File: config.mk
export PLATFORM = sky130hd
export DESIGN_NAME = execute_cycle_cc_flat
export DESIGN_NICKNAME = d
export VERILOG_FILES = /design/src/rtl/execute_cycle_cc_pkg.sv /design/src/rtl/execute_cycle_cc_if.sv /design/src/rtl/execute_cycle_cc_alu.sv /design/src/rtl/execute_cycle_cc.sv /design/src/flat_wrapper.sv
export SDC_FILE = /design/constraint.sdc
export NUM_CORES = 1
export LEC_CHECK = 0
export ABC_CLOCK_PERIOD_IN_PS = 6800
export CAP_MARGIN = 20
export CORE_MARGIN = 2
export CORE_UTILIZATION = 53
export CTS_CLUSTER_DIAMETER = 30
export DETAILED_ROUTE_END_ITERATION = 7
export GPL_TIMING_DRIVEN = 1
export PLACE_DENSITY = 0.94
export SLEW_MARGIN = 20
export SYNTH_ARGS = -nofsm -noshare
export SYNTH_HDL_FRONTEND = slang
export SYNTH_SLANG_ARGS = --single-unit
File: constraint.sdc
create_clock -name clk -period 6.8 [get_ports clk]
set_clock_uncertainty 0.15 [all_clocks]
set_input_delay 1.36 -clock clk [delete_from_list [all_inputs] [get_ports clk]]
set_output_delay 1.36 -clock clk [all_outputs]
set_load 0.1 [all_outputs]
File: src/rtl/execute_cycle_cc_pkg.sv
// Shared types for the execute stage: ALU op codes, branch funct3 codes and
// the ID/EX control bundle with its bubble value.
package execute_cycle_cc_pkg;

  localparam int XLEN  = 32;
  localparam int REG_W = 5;

  typedef enum logic [2:0] {
    ALU_ADD = 3'b000,
    ALU_SUB = 3'b001,
    ALU_AND = 3'b010,
    ALU_OR  = 3'b011,
    ALU_SLT = 3'b101
  } aluOp_e;

  typedef enum logic [2:0] {
    BR_EQ  = 3'b000,
    BR_NE  = 3'b001,
    BR_LT  = 3'b100,
    BR_GE  = 3'b101,
    BR_LTU = 3'b110,
    BR_GEU = 3'b111
  } brFunct3_e;

  typedef struct packed {
    logic       valid;
    logic       regWrite;
    logic       memWrite;
    logic       branch;
    logic       jump;
    logic       aluSrc;
    logic [1:0] resultSrc;
    logic [2:0] aluControl;
    logic [2:0] funct3;
  } exCtrl_t;

  typedef struct packed {
    logic [XLEN-1:0]  rd1;
    logic [XLEN-1:0]  rd2;
    logic [XLEN-1:0]  imm;
    logic [XLEN-1:0]  pc;
    logic [XLEN-1:0]  pcPlus4;
    logic [REG_W-1:0] rd;
  } exData_t;

  // A bubble is an all-zero bundle: no writes, no branch/jump, not valid.
  localparam exCtrl_t EX_CTRL_BUBBLE = '0;

  // Direct register compare; 010/011 fall into default and never take.
  function automatic logic branchTaken(input logic [2:0] f3,
                                       input logic [XLEN-1:0] a,
                                       input logic [XLEN-1:0] b);
    case (f3)
      BR_EQ:   return a == b;
      BR_NE:   return a != b;
      BR_LT:   return $signed(a) <  $signed(b);
      BR_GE:   return $signed(a) >= $signed(b);
      BR_LTU:  return a <  b;
      BR_GEU:  return a >= b;
      default: return 1'b0;
    endcase
  endfunction

endpackage

File: src/rtl/execute_cycle_cc_if.sv
// Decode-to-execute bus, fetch redirect and EX/MEM results in one bundle.
// master drives the decode side; slave is the execute stage.
interface execute_cycle_cc_if;
  import execute_cycle_cc_pkg::*;

  logic             RegWriteD, MemWriteD, BranchD, JumpD, ALUSrcD;
  logic [1:0]       ResultSrcD;
  logic [2:0]       ALUControlD;
  logic [2:0]       Funct3D;
  logic [XLEN-1:0]  RD1D, RD2D, ImmExtD, PCD, PCPlus4D;
  logic [REG_W-1:0] RdD;

  logic             PCSrcE;
  logic [XLEN-1:0]  PCTargetE;

  logic             RegWriteM, MemWriteM;
  logic [1:0]       ResultSrcM;
  logic [XLEN-1:0]  ALUResultM, WriteDataM, PCPlus4M;
  logic [REG_W-1:0] RdM;

  modport master (
    output RegWriteD, MemWriteD, BranchD, JumpD, ALUSrcD, ResultSrcD,
           ALUControlD, Funct3D, RD1D, RD2D, ImmExtD, PCD, PCPlus4D, RdD,
    input  PCSrcE, PCTargetE, RegWriteM, MemWriteM, ResultSrcM,
           ALUResultM, WriteDataM, PCPlus4M, RdM
  );

  modport slave (
    input  RegWriteD, MemWriteD, BranchD, JumpD, ALUSrcD, ResultSrcD,
           ALUControlD, Funct3D, RD1D, RD2D, ImmExtD, PCD, PCPlus4D, RdD,
    output PCSrcE, PCTargetE, RegWriteM, MemWriteM, ResultSrcM,
           ALUResultM, WriteDataM, PCPlus4M, RdM
  );
endinterface

File: src/rtl/execute_cycle_cc_alu.sv
// Combinational execute ALU with zero flag; unsupported op codes yield 0.
module alu_cc
  import execute_cycle_cc_pkg::*;
(
  input  logic [XLEN-1:0] srcA,
  input  logic [XLEN-1:0] srcB,
  input  logic [2:0]      aluControl,
  output logic [XLEN-1:0] result,
  output logic            zero
);

  always_comb begin
    result = '0;
    case (aluControl)
      ALU_ADD: result = srcA + srcB;
      ALU_SUB: result = srcA - srcB;
      ALU_AND: result = srcA & srcB;
      ALU_OR:  result = srcA | srcB;
      ALU_SLT: result = {{(XLEN-1){1'b0}}, ($signed(srcA) < $signed(srcB))};
      default: result = '0;
    endcase
  end

  assign zero = (result == '0);

endmodule

File: src/rtl/execute_cycle_cc.sv
// Execute stage: ID/EX register, ALU/branch resolve, fetch redirect with
// two-bubble squash, EX/MEM register. BRANCH_EXT_EN enables full funct3 branches.
module execute_cycle_cc
  import execute_cycle_cc_pkg::*;
(
  input logic               clk,
  input logic               rst,
  execute_cycle_cc_if.slave bus
);

  exCtrl_t         ctrlE;
  exData_t         dataE;
  logic            squashE;
  logic [XLEN-1:0] srcBE, aluResultE;
  logic            zeroE, takenE, pcSrcE;

  assign srcBE = ctrlE.aluSrc ? dataE.imm : dataE.rd2;

  alu_cc uAlu (
    .srcA      (dataE.rd1),
    .srcB      (srcBE),
    .aluControl(ctrlE.aluControl),
    .result    (aluResultE),
    .zero      (zeroE)
  );

`ifdef BRANCH_EXT_EN
  assign takenE = branchTaken(ctrlE.funct3, dataE.rd1, dataE.rd2);
  logic unusedZero;
  assign unusedZero = zeroE;
`else
  // Every branch is beq, resolved by the ALU subtract.
  assign takenE = zeroE;
  logic unusedFunct3;
  assign unusedFunct3 = ^ctrlE.funct3;
`endif

  assign pcSrcE        = ctrlE.valid & (ctrlE.jump | (ctrlE.branch & takenE));
  assign bus.PCSrcE    = pcSrcE;
  assign bus.PCTargetE = dataE.pc + dataE.imm;

  // Redirect kills the D-stage instruction now; squashE kills the one
  // fetch issued during the redirect cycle.
  always_ff @(posedge clk) begin
    if (rst) begin
      ctrlE   <= EX_CTRL_BUBBLE;
      dataE   <= '0;
      squashE <= 1'b0;
    end else begin
      squashE <= pcSrcE;
      if (pcSrcE || squashE) begin
        ctrlE <= EX_CTRL_BUBBLE;
        dataE <= '0;
      end else begin
        ctrlE <= '{valid:      1'b1,
                   regWrite:   bus.RegWriteD,
                   memWrite:   bus.MemWriteD,
                   branch:     bus.BranchD,
                   jump:       bus.JumpD,
                   aluSrc:     bus.ALUSrcD,
                   resultSrc:  bus.ResultSrcD,
                   aluControl: bus.ALUControlD,
                   funct3:     bus.Funct3D};
        dataE <= '{rd1:     bus.RD1D,
                   rd2:     bus.RD2D,
                   imm:     bus.ImmExtD,
                   pc:      bus.PCD,
                   pcPlus4: bus.PCPlus4D,
                   rd:      bus.RdD};
      end
    end
  end

  always_ff @(posedge clk) begin
    if (rst) begin
      bus.RegWriteM  <= 1'b0;
      bus.MemWriteM  <= 1'b0;
      bus.ResultSrcM <= '0;
      bus.ALUResultM <= '0;
      bus.WriteDataM <= '0;
      bus.PCPlus4M   <= '0;
      bus.RdM        <= '0;
    end else begin
      bus.RegWriteM  <= ctrlE.regWrite;
      bus.MemWriteM  <= ctrlE.memWrite;
      bus.ResultSrcM <= ctrlE.resultSrc;
      bus.ALUResultM <= aluResultE;
      bus.WriteDataM <= dataE.rd2;
      bus.PCPlus4M   <= dataE.pcPlus4;
      bus.RdM        <= dataE.rd;
    end
  end

endmodule

File: src/flat_wrapper.sv
// flat-port wrapper written by rule: the top's interface ports become plain ports
module execute_cycle_cc_flat import execute_cycle_cc_pkg::*;
  (clk, rst, bus_RegWriteD, bus_MemWriteD, bus_BranchD, bus_JumpD, bus_ALUSrcD, bus_ResultSrcD, bus_ALUControlD, bus_Funct3D, bus_RD1D, bus_RD2D, bus_ImmExtD, bus_PCD, bus_PCPlus4D, bus_RdD, bus_PCSrcE, bus_PCTargetE, bus_RegWriteM, bus_MemWriteM, bus_ResultSrcM, bus_ALUResultM, bus_WriteDataM, bus_PCPlus4M, bus_RdM);
  execute_cycle_cc_if bus_i ();
  input logic clk;
  input logic rst;
  input wire logic [$bits(bus_i.RegWriteD)-1:0] bus_RegWriteD;
  input wire logic [$bits(bus_i.MemWriteD)-1:0] bus_MemWriteD;
  input wire logic [$bits(bus_i.BranchD)-1:0] bus_BranchD;
  input wire logic [$bits(bus_i.JumpD)-1:0] bus_JumpD;
  input wire logic [$bits(bus_i.ALUSrcD)-1:0] bus_ALUSrcD;
  input wire logic [$bits(bus_i.ResultSrcD)-1:0] bus_ResultSrcD;
  input wire logic [$bits(bus_i.ALUControlD)-1:0] bus_ALUControlD;
  input wire logic [$bits(bus_i.Funct3D)-1:0] bus_Funct3D;
  input wire logic [$bits(bus_i.RD1D)-1:0] bus_RD1D;
  input wire logic [$bits(bus_i.RD2D)-1:0] bus_RD2D;
  input wire logic [$bits(bus_i.ImmExtD)-1:0] bus_ImmExtD;
  input wire logic [$bits(bus_i.PCD)-1:0] bus_PCD;
  input wire logic [$bits(bus_i.PCPlus4D)-1:0] bus_PCPlus4D;
  input wire logic [$bits(bus_i.RdD)-1:0] bus_RdD;
  output wire logic [$bits(bus_i.PCSrcE)-1:0] bus_PCSrcE;
  output wire logic [$bits(bus_i.PCTargetE)-1:0] bus_PCTargetE;
  output wire logic [$bits(bus_i.RegWriteM)-1:0] bus_RegWriteM;
  output wire logic [$bits(bus_i.MemWriteM)-1:0] bus_MemWriteM;
  output wire logic [$bits(bus_i.ResultSrcM)-1:0] bus_ResultSrcM;
  output wire logic [$bits(bus_i.ALUResultM)-1:0] bus_ALUResultM;
  output wire logic [$bits(bus_i.WriteDataM)-1:0] bus_WriteDataM;
  output wire logic [$bits(bus_i.PCPlus4M)-1:0] bus_PCPlus4M;
  output wire logic [$bits(bus_i.RdM)-1:0] bus_RdM;
  assign bus_i.RegWriteD = bus_RegWriteD;
  assign bus_i.MemWriteD = bus_MemWriteD;
  assign bus_i.BranchD = bus_BranchD;
  assign bus_i.JumpD = bus_JumpD;
  assign bus_i.ALUSrcD = bus_ALUSrcD;
  assign bus_i.ResultSrcD = bus_ResultSrcD;
  assign bus_i.ALUControlD = bus_ALUControlD;
  assign bus_i.Funct3D = bus_Funct3D;
  assign bus_i.RD1D = bus_RD1D;
  assign bus_i.RD2D = bus_RD2D;
  assign bus_i.ImmExtD = bus_ImmExtD;
  assign bus_i.PCD = bus_PCD;
  assign bus_i.PCPlus4D = bus_PCPlus4D;
  assign bus_i.RdD = bus_RdD;
  assign bus_PCSrcE = bus_i.PCSrcE;
  assign bus_PCTargetE = bus_i.PCTargetE;
  assign bus_RegWriteM = bus_i.RegWriteM;
  assign bus_MemWriteM = bus_i.MemWriteM;
  assign bus_ResultSrcM = bus_i.ResultSrcM;
  assign bus_ALUResultM = bus_i.ALUResultM;
  assign bus_WriteDataM = bus_i.WriteDataM;
  assign bus_PCPlus4M = bus_i.PCPlus4M;
  assign bus_RdM = bus_i.RdM;
  execute_cycle_cc u_core (.clk(clk), .rst(rst), .bus(bus_i));
endmodule
== After elaboration in Yosys (flattened, before gate mapping) ==
Index checks and enable logic that the tools add are counted.
Word-level totals
  register bits after elaboration: 282
  bits of input ports: 180
  word-level logic and storage cells: 42
Operators by class
  add/subtract/negate cells: 3
  $lt $le $gt $ge: 1
  equal/unequal tests: 4
  mux-type cells: 3
  bitwise gates (word level): 5
  reductions and logical operators: 4
Operators with widths (count)
  one-hot mux 32 bit (5 select lines): 1
  adder 32 bit: 2
  AND 32 bit: 1
  zero test 32 bit: 1
  less-than comparator 32 bit: 1
  2-to-1 mux 32 bit: 1
  bitwise OR 32 bit: 1
  subtractor 32 bit: 1
  2-to-1 mux 14 bit: 1
  equality test 3 x 2 -> 1 bit (second input constant): 2
  equality test 3 x 1 -> 1 bit (second input constant): 1
  equality test 3 bit (second input constant): 1
  zero test 3 bit: 1
  AND 1 bit: 2
  OR reduction 2 bit: 1
  logical OR 1 bit: 1
  bitwise OR 1 bit: 1

== Depth between registers and ports, before layout ==
  depth after elaboration: 9
  mapped depth: 22
  mapped depth without buffers: 17

== Modules after synthesis ==
A second synthesis with hierarchy kept.
Unflattened totals
  cell total of the unflattened synthesis: 1676
  area, all modules: 14973.1 µm²
Modules (own cells, without submodules)
  execute_cycle_cc: instances 1, cells an instance 842, area an instance 9440.3 µm², seq. area each 5645.4 µm²
  alu_cc: instances 1, cells an instance 834, area an instance 5532.8 µm², seq. area each 0.0 µm²

== Least setup slack after synthesis ==
OpenSTA, ideal clock, no wires.
  path type: reg-to-output
  start point: register u_core.ctrlE[8] (netlist bit)
  end point: output bus_PCSrcE
  arrival time: 4.675 ns
  data required time: 5.290 ns
  slack: 0.615 ns
  cell stages (with the launch flop): 18
  cell sequence: dfxtp_1 -> clkbuf_1 -> buf_1 -> mux2i_1 -> ha_1 -> o21ba_1 -> or4_1 -> a21boi_2 -> nand4_2 -> a2111oi_2 -> nor4bb_1 -> nor3b_2 -> nand4_1 -> nor4bb_1 -> and4_1 -> a31o_1 -> buf_6 -> buf_2
On the way
  longest elaborated chain between the ends: 7
  elaborated cells between the ends (all ways): 11
RTL lines
  start, declared: line execute_cycle_cc.sv:11  | exCtrl_t ctrlE;
  start signal, assigned: line execute_cycle_cc.sv:55  | ctrlE <= '{valid: 1'b1,
  2-to-1 mux 32 bit (*): line execute_cycle_cc.sv:17  | assign srcBE = ctrlE.aluSrc ? dataE.imm : dataE.rd2;
  subtractor 32 bit (tied with other cells): line execute_cycle_cc_alu.sv:16  | ALU_SUB: result = srcA - srcB;
  one-hot mux 32 bit (5 select lines) (*): line execute_cycle_cc_alu.sv:14  | case (aluControl)
  zero test 32 bit (*): line execute_cycle_cc_alu.sv:24  | assign zero = (result == '0);
  AND 1 bit (*): line execute_cycle_cc.sv:38  | assign pcSrcE = ctrlE.valid & (ctrlE.jump | (ctrlE.branch & takenE));
  bitwise OR 1 bit (*): line execute_cycle_cc.sv:38
  AND 1 bit (*): line execute_cycle_cc.sv:38
  end, declared: line flat_wrapper.sv:21  | output wire logic [$bits(bus_i.PCSrcE)-1:0] bus_PCSrcE;
Every way passes the cells marked *; elsewhere a longest branch is shown, timed or not.

== Worst setup path in the final report ==
Same ends and word-level chain as after synthesis.

==> summary.md <==
| Metric | Value |
|---|---|
| HPWL after DPL | 35000 um |
| Gpl congestion | 0.963 |
| Remaining DRCs | 0 |
| Clk Latency, worst-skew pair | 0.59 ns |
| Post-synthesis sequential area ratio | 35.8% |
| # port buffers | 314 |
| CTS Buffer Depth | 3 |
| CTS tree | built |
| Clk sinks | 282 |
| Core footprint | 29500 sq um |
| Hold WC Path Type | reg -> reg |
| Worst r2r dst | u_core.dataE[145]$_SDFF_PP0_ |
| Post-synth EDFFs | 0 |
| DRT Wirelength | 51000 um |
| Syn Area/Cell | 9.68 sq um |
| Final core utilization | 70.7% |
| Final slew viol count | 0 |
| TritonCTS buffer count | 50 |
| Fin. Hold Viols | 0 |
| GRT Total Usage | 31.9% |
| RSZ-0062 raised after global routing | yes |
| Startpoint Class | register |
| Initial core utilization | 53.5% |
| Leakage Power | 8.25 nW |
| Period utilization | 99.6% |
| Layout cells sized above 1 | 15.6% |
| Largest net degree at the start of global routing | 164 |
| Antenna violations before repair | 0 |
| Design Power | 0.00611 W |
| Most common flop cell mapped by yosys | dfxtp_1 |
| Wirelength per Cell | 21.9 um |
| Diode count | 0 |
| Distinct cells, synth | 87 |
| H-tree lvl count | 2 |
| Worst slew margin | 25.7% |
| Met2 GRT Util | 52.9% |
| Mapped cell area | 15800 sq um |
| Worst IR Drop VDD | 0.260 mV |
| Initial drt markers | 1200 |
| Layout Nets | 2204 |
| #FFs+latches synth | 282 |
| Setup violators final | 0 |
| Filler cell count | 2001 |
| Via-per-instance ratio | 6.00 |
| Die W | 176 um |
| CP endpoint kind | output port |
| Maxcap violations | 0 |
| Mapped Nets | 1939 |
| GR Util met1 | 40.3% |
| Drt pass-1 iters | 6 |
| Pwr/cell area | 293 nW/um^2 |
| Die ar. | 31100 sq um |
| Fmax | 0.148 GHz |
| First-pass GRT wire length | 78400 um |
| Vias in the first global route | 13900 |
| Post-detailed-route count of antenna-violating nets | 0 |
| Crit path to | bus_PCSrcE |
| Async S/R FF share, synth | 0% |
| Gr busiest metal | met2 |
| Multi-input combinational cell area | 9240 sq um |
| GR Overflow Total | 0 |
| Critical Path RT | 5.29 ns |
| Top cells by count, synth | dfxtp_1 (282), ha_1 (127), nor2_1 (122) |
| Minimum clock period | 6.77 ns |
| FF+latch area | 5650 sq um |
| P&R area growth vs syn | 32.3% |
| Vias | 13900 |
| Worst endpoint data arrival time | 5.26 ns |
| Worst reg2reg setup slack | 0.57 ns |
| Worst flop-to-flop path startpoint | u_core.ctrlE[8]$_SDFF_PP0_ |
| Cell taking the most area after synthesis | dfxtp_1 |
| Worst hold margin | 0.284 ns |
| Top post-synthesis cells by area | dfxtp_1 (36%), nor4b_2 (11%), ha_1 (10%) |
| Worst slew pin tran | 1.12 ns |
| Critical path class | reg -> out |
| Most frequent cell after synthesis | dfxtp_1 |
| CTS clock-pin slew for the worst setup and hold paths | 0.05 ns |
| Site Rows | 63 |
| GR met3 Demand/Resource | 6.91% |
| Share of the synthesized area in the top cell type | 35.8% |
| CP max FO | 10 |
| Status | finished, final reports clean |
| Number of I/O pins | 318 |
| Ys Warns | 0 |
| CTS root buffer | clkbuf_16 |
| Critical Path Start | u_core.ctrlE[8]$_SDFF_PP0_ |
| Post-Syn Instances | 1629 |
| Die Y-Extent | 176 um |
| Cts hold-fix bufs | 0 |
| R2R depth | 16 |
-- worst max-delay path, stage by stage (launching register included) --
cell and delay, ns:
dfxtp_4 0.46, mux2i_1 0.56, ha_1 0.46, a21oi_1 0.24
o21ai_0 0.20, nor4_1 0.47, o22ai_1 0.26, a31oi_1 0.44
o21ai_1 0.25, mux2i_1 0.17, a221oi_2 0.32, nor4bb_1 0.22
and4_1 0.26, a31o_4 0.20, buf_12 0.18
-- where the power goes --
group	internal, W	total (W)	switching (W)	leakage (nW)
Combinational	0.000541	0.00167	0.00113	5.06
Sequential	0.00176	0.00183	0.0000702	2.33
Clock	0.00166	0.00261	0.000953	0.858
Total	0.00396	0.00611	0.00215	8.25
-- area by class of cell --
class	instances	share of cell area, %
Multi-Input combinational cell	1128	44.3
Sequential cell	282	27.1
Timing Repair Buffer	334	15.9
Clock buffer	55	6.28
Clock inverter	39	2.35
Tap cell	390	2.34
Inverter	98	1.76
-- metrics by stage --
stage                     instances  setup WS (ns)  cell area, sq um  setup TNS [ns]
after floorplan                1629          0.615             15800               0
after CTS                      2326        0.00898             20800               0
after global placement         2232          0.611             19000               0
after global routing           2326        -0.0635             20900         -0.0635
after detailed placement       2232          0.542             19000               0
final                          2326         0.0285             20900               0
-- state kept, by name, summed over array words and instances, names as in the netlist --
signal / flops
u_core.bus.ALUResultM: 32
u_core.dataE: 165
u_core.bus.PCPlus4M: 32
u_core.bus.WriteDataM: 32
u_core.squashE: 1
u_core.bus.RdM: 5
u_core.bus.MemWriteM: 1
u_core.bus.RegWriteM: 1
u_core.ctrlE: 11
u_core.bus.ResultSrcM: 2
-- metal layers --
metal	part of all wire [%]	vias up
li1	-	6388
met1	40	6685
met2	48	729
met3	8.0	143
met4	3.8	0
met5	0	-
-- worst min-delay path by stage --
stage / from / endpoint / slack [ns] / depth (start not counted)
floorplan: u_core.ctrlE[11]$_SDFF_PP0_ / u_core.bus.MemWriteM$_SDFF_PP0_ / 0.26 / 1
detailed placement: u_core.dataE[14]$_SDFF_PP0_ / u_core.bus.PCPlus4M[9]$_SDFF_PP0_ / 0.27 / 1
CTS: u_core.dataE[14]$_SDFF_PP0_ / u_core.bus.PCPlus4M[9]$_SDFF_PP0_ / 0.29 / 1
global placement: u_core.dataE[34]$_SDFF_PP0_ / u_core.bus.PCPlus4M[29]$_SDFF_PP0_ / 0.27 / 1
finish: u_core.dataE[15]$_SDFF_PP0_ / u_core.bus.PCPlus4M[10]$_SDFF_PP0_ / 0.28 / 1
global route: u_core.dataE[26]$_SDFF_PP0_ / u_core.bus.PCPlus4M[21]$_SDFF_PP0_ / 0.30 / 1
-- cell families (layout without fill, tap and decap cells) --
logic type      count (synthesis)  after routing  share of synthesized area, %
xor+xnor                       53             53                          2.94
fa+ha+maj                     130            130                          10.5
simple gates                  570            570                          27.5
flops                         282            282                          35.8
mux                            39             39                          2.56
buf+inv                       219            526                          6.20
compound gates                336            336                          14.5
-- cells in the final DEF (no fill, tap or decap), drive strengths merged, types with 18 or more instances in the layout --
master         count
ha               127
a21oi            100
nor2b             92
inv              106
nor3              23
nor2             122
a21o              19
mux2i             37
o21ai             58
clkdlybuf4s50    301
nand2             50
buf               33
nand3             18
nor4b            176
clkbuf            55
dfxtp            282
xnor2             42
a211oi            34
-- timing repair --
action,in CTS,in global routing
gates resized for setup,4,16
endpoints found under the setup margin,1,2
buffers inserted,0,0
gates cloned,0,0
Note: power is estimated with default switching activity, not from simulation.
==> edit (config.mk and constraints unchanged) <==
Set the package constant `XLEN` to 48 (it was 32).
--- a/src/rtl/execute_cycle_cc_pkg.sv
+++ b/src/rtl/execute_cycle_cc_pkg.sv
@@ -3,5 +3,5 @@
 package execute_cycle_cc_pkg;
 
-  localparam int XLEN  = 32;
+  localparam int XLEN  = 48;
   localparam int REG_W = 5;
 
Interface: changed (9 resized); port bits go from 318 to 462. No check against the original RTL was run, so the function may have changed too.
==> edit against the original RTL <==
- hold slack got worse by 6.1 ps
- sequential cell count up 128
- wire length up 69%
- design area increased by 56%
- final cell count increased by 72%
- worst setup slack improved by 5.2 ps
- total power increased by 55%
- largest cell class unchanged
- global-route usage is 2.3 points higher
- area after synthesis rose by 57%
==> edit: results <==
[status]
status = "completed"

[logic_synthesis]
synthCells = 2873
synth_cell_types = 89
synthAdderAreaFrac_pct = 10.2
synthXorXnorAreaFrac_pct = 2.66
synth_compound_area_share_pct = 25.4
synthTopCellsByCount = "410 x dfxtp_1, 360 x nand2_1, 242 x a21oi_2"
synth.area.top_cells = "dfxtp_1 33%, ha_1 9.9%, a21oi_2 8.6%, nand2_1 5.5%, a21oi_1 4.3%"

[placed_design]
placed_area_um2 = 29400
port_buffers = 458
gp_congestion = 1.03
hpwl_um = 61900

[grt]
antenna_found_initial = 3
grtUsageTotal_pct = 34.1
grt_pass1_vias = 22700
grt_max_degree = 163

[cts]
cts_max_level = 3
numCtsBuffers = 77

[layout]
num-fill-cells = 3382

[route]
routedWlPerCell_um = 21.5
wirelength_um = 86000
via_count = 23500
first_pass_iters = 5

[critical_path]
reg2regPathDepth = 20

[power]
p_leak_nw = 13.3

[hold_path]
hold_start = "u_core.dataE[2]"
==> edit: cells by family (layout without fill, tap and decap cells) <==
| kind of cell | after synthesis | in the layout |
|---|---|---|
| other | 0 | 2 |
| AO/OA/AOI/OAI | 877 | 877 |
| XOR/XNOR | 75 | 75 |
| multiplexers | 64 | 64 |
| buffers and inverters | 356 | 876 |
| adder cells (fa/ha/maj) | 199 | 199 |
| flip-flops | 410 | 410 |
| AND/OR/NAND/NOR | 892 | 892 |
==> edit: path summary, 6_finish.rpt <==
kind	to	slack, ps
setup / recovery	bus_PCSrcE	30
hold / removal	u_core.bus.RdM[2]	280
setup reg to reg	u_core.dataE[151]	1210
hold reg to reg	u_core.bus.RdM[2]	280
==> edit: area by class of cell <==
type | instances | area share (%)
Tap cell | 607 | 2.34
Antenna cell | 2 | 0.0154
Clock inverter | 47 | 1.90
Timing Repair Buffer | 562 | 17.0
Sequential cell | 410 | 25.3
Inverter | 171 | 1.99
Multi-Input combinational cell | 2107 | 45.0
Clock buffer | 96 | 6.49
==> edit: metrics by stage <==
stage	hold slack [ps]	setup WS (ps)	TNS [ps]
3_3_place_gp	265	479	0
5_1_grt	289	-114	-114
4_1_cts	281	3.15	0
2_1_floorplan	264	159	0
6_report	278	33.7	0
3_5_place_dp	270	376	0
==> edit: routing by layer <==
layer / global-route usage, % / share of wire, % / routed length [µm]
met3: 6.90 / 9.2 / 7910
met2: 54.7 / 46 / 39300
met4: 15.3 / 4.2 / 3590
met5: 0 / 0 / 0
met1: 44.3 / 41 / 35300
==> edit: report_power, final <==
part | internal (mW) | leakage, nW | switching [mW] | total [mW]
Clock | 2.59 | 1.31 | 1.38 | 3.97
Combinational | 0.873 | 8.58 | 1.97 | 2.84
Sequential | 2.56 | 3.39 | 0.0944 | 2.66
==> edit: timing repair <==
action	4_1_cts	5_1_grt
resized for setup	33	44
cloned	1	1
pin swaps	0	7
setup buffers	0	6
endpoints found under the setup margin	1	3
==> edit: critical path, stage by stage (launching register included) <==
cell and delay [ps]:
dfxtp_4 420, buf_12 180, buf_6 250, mux2i_2 350, ha_1 200, buf_4 150
nand2_1 130, nor4_2 450, nand2_1 90, a211oi_1 240, nor3_1 90, buf_4 160
nor4_1 400, o221a_2 270, nand2_1 50, a2111o_1 380, nor4_2 260, nand2_1 100
o21ai_2 230, buf_12 210
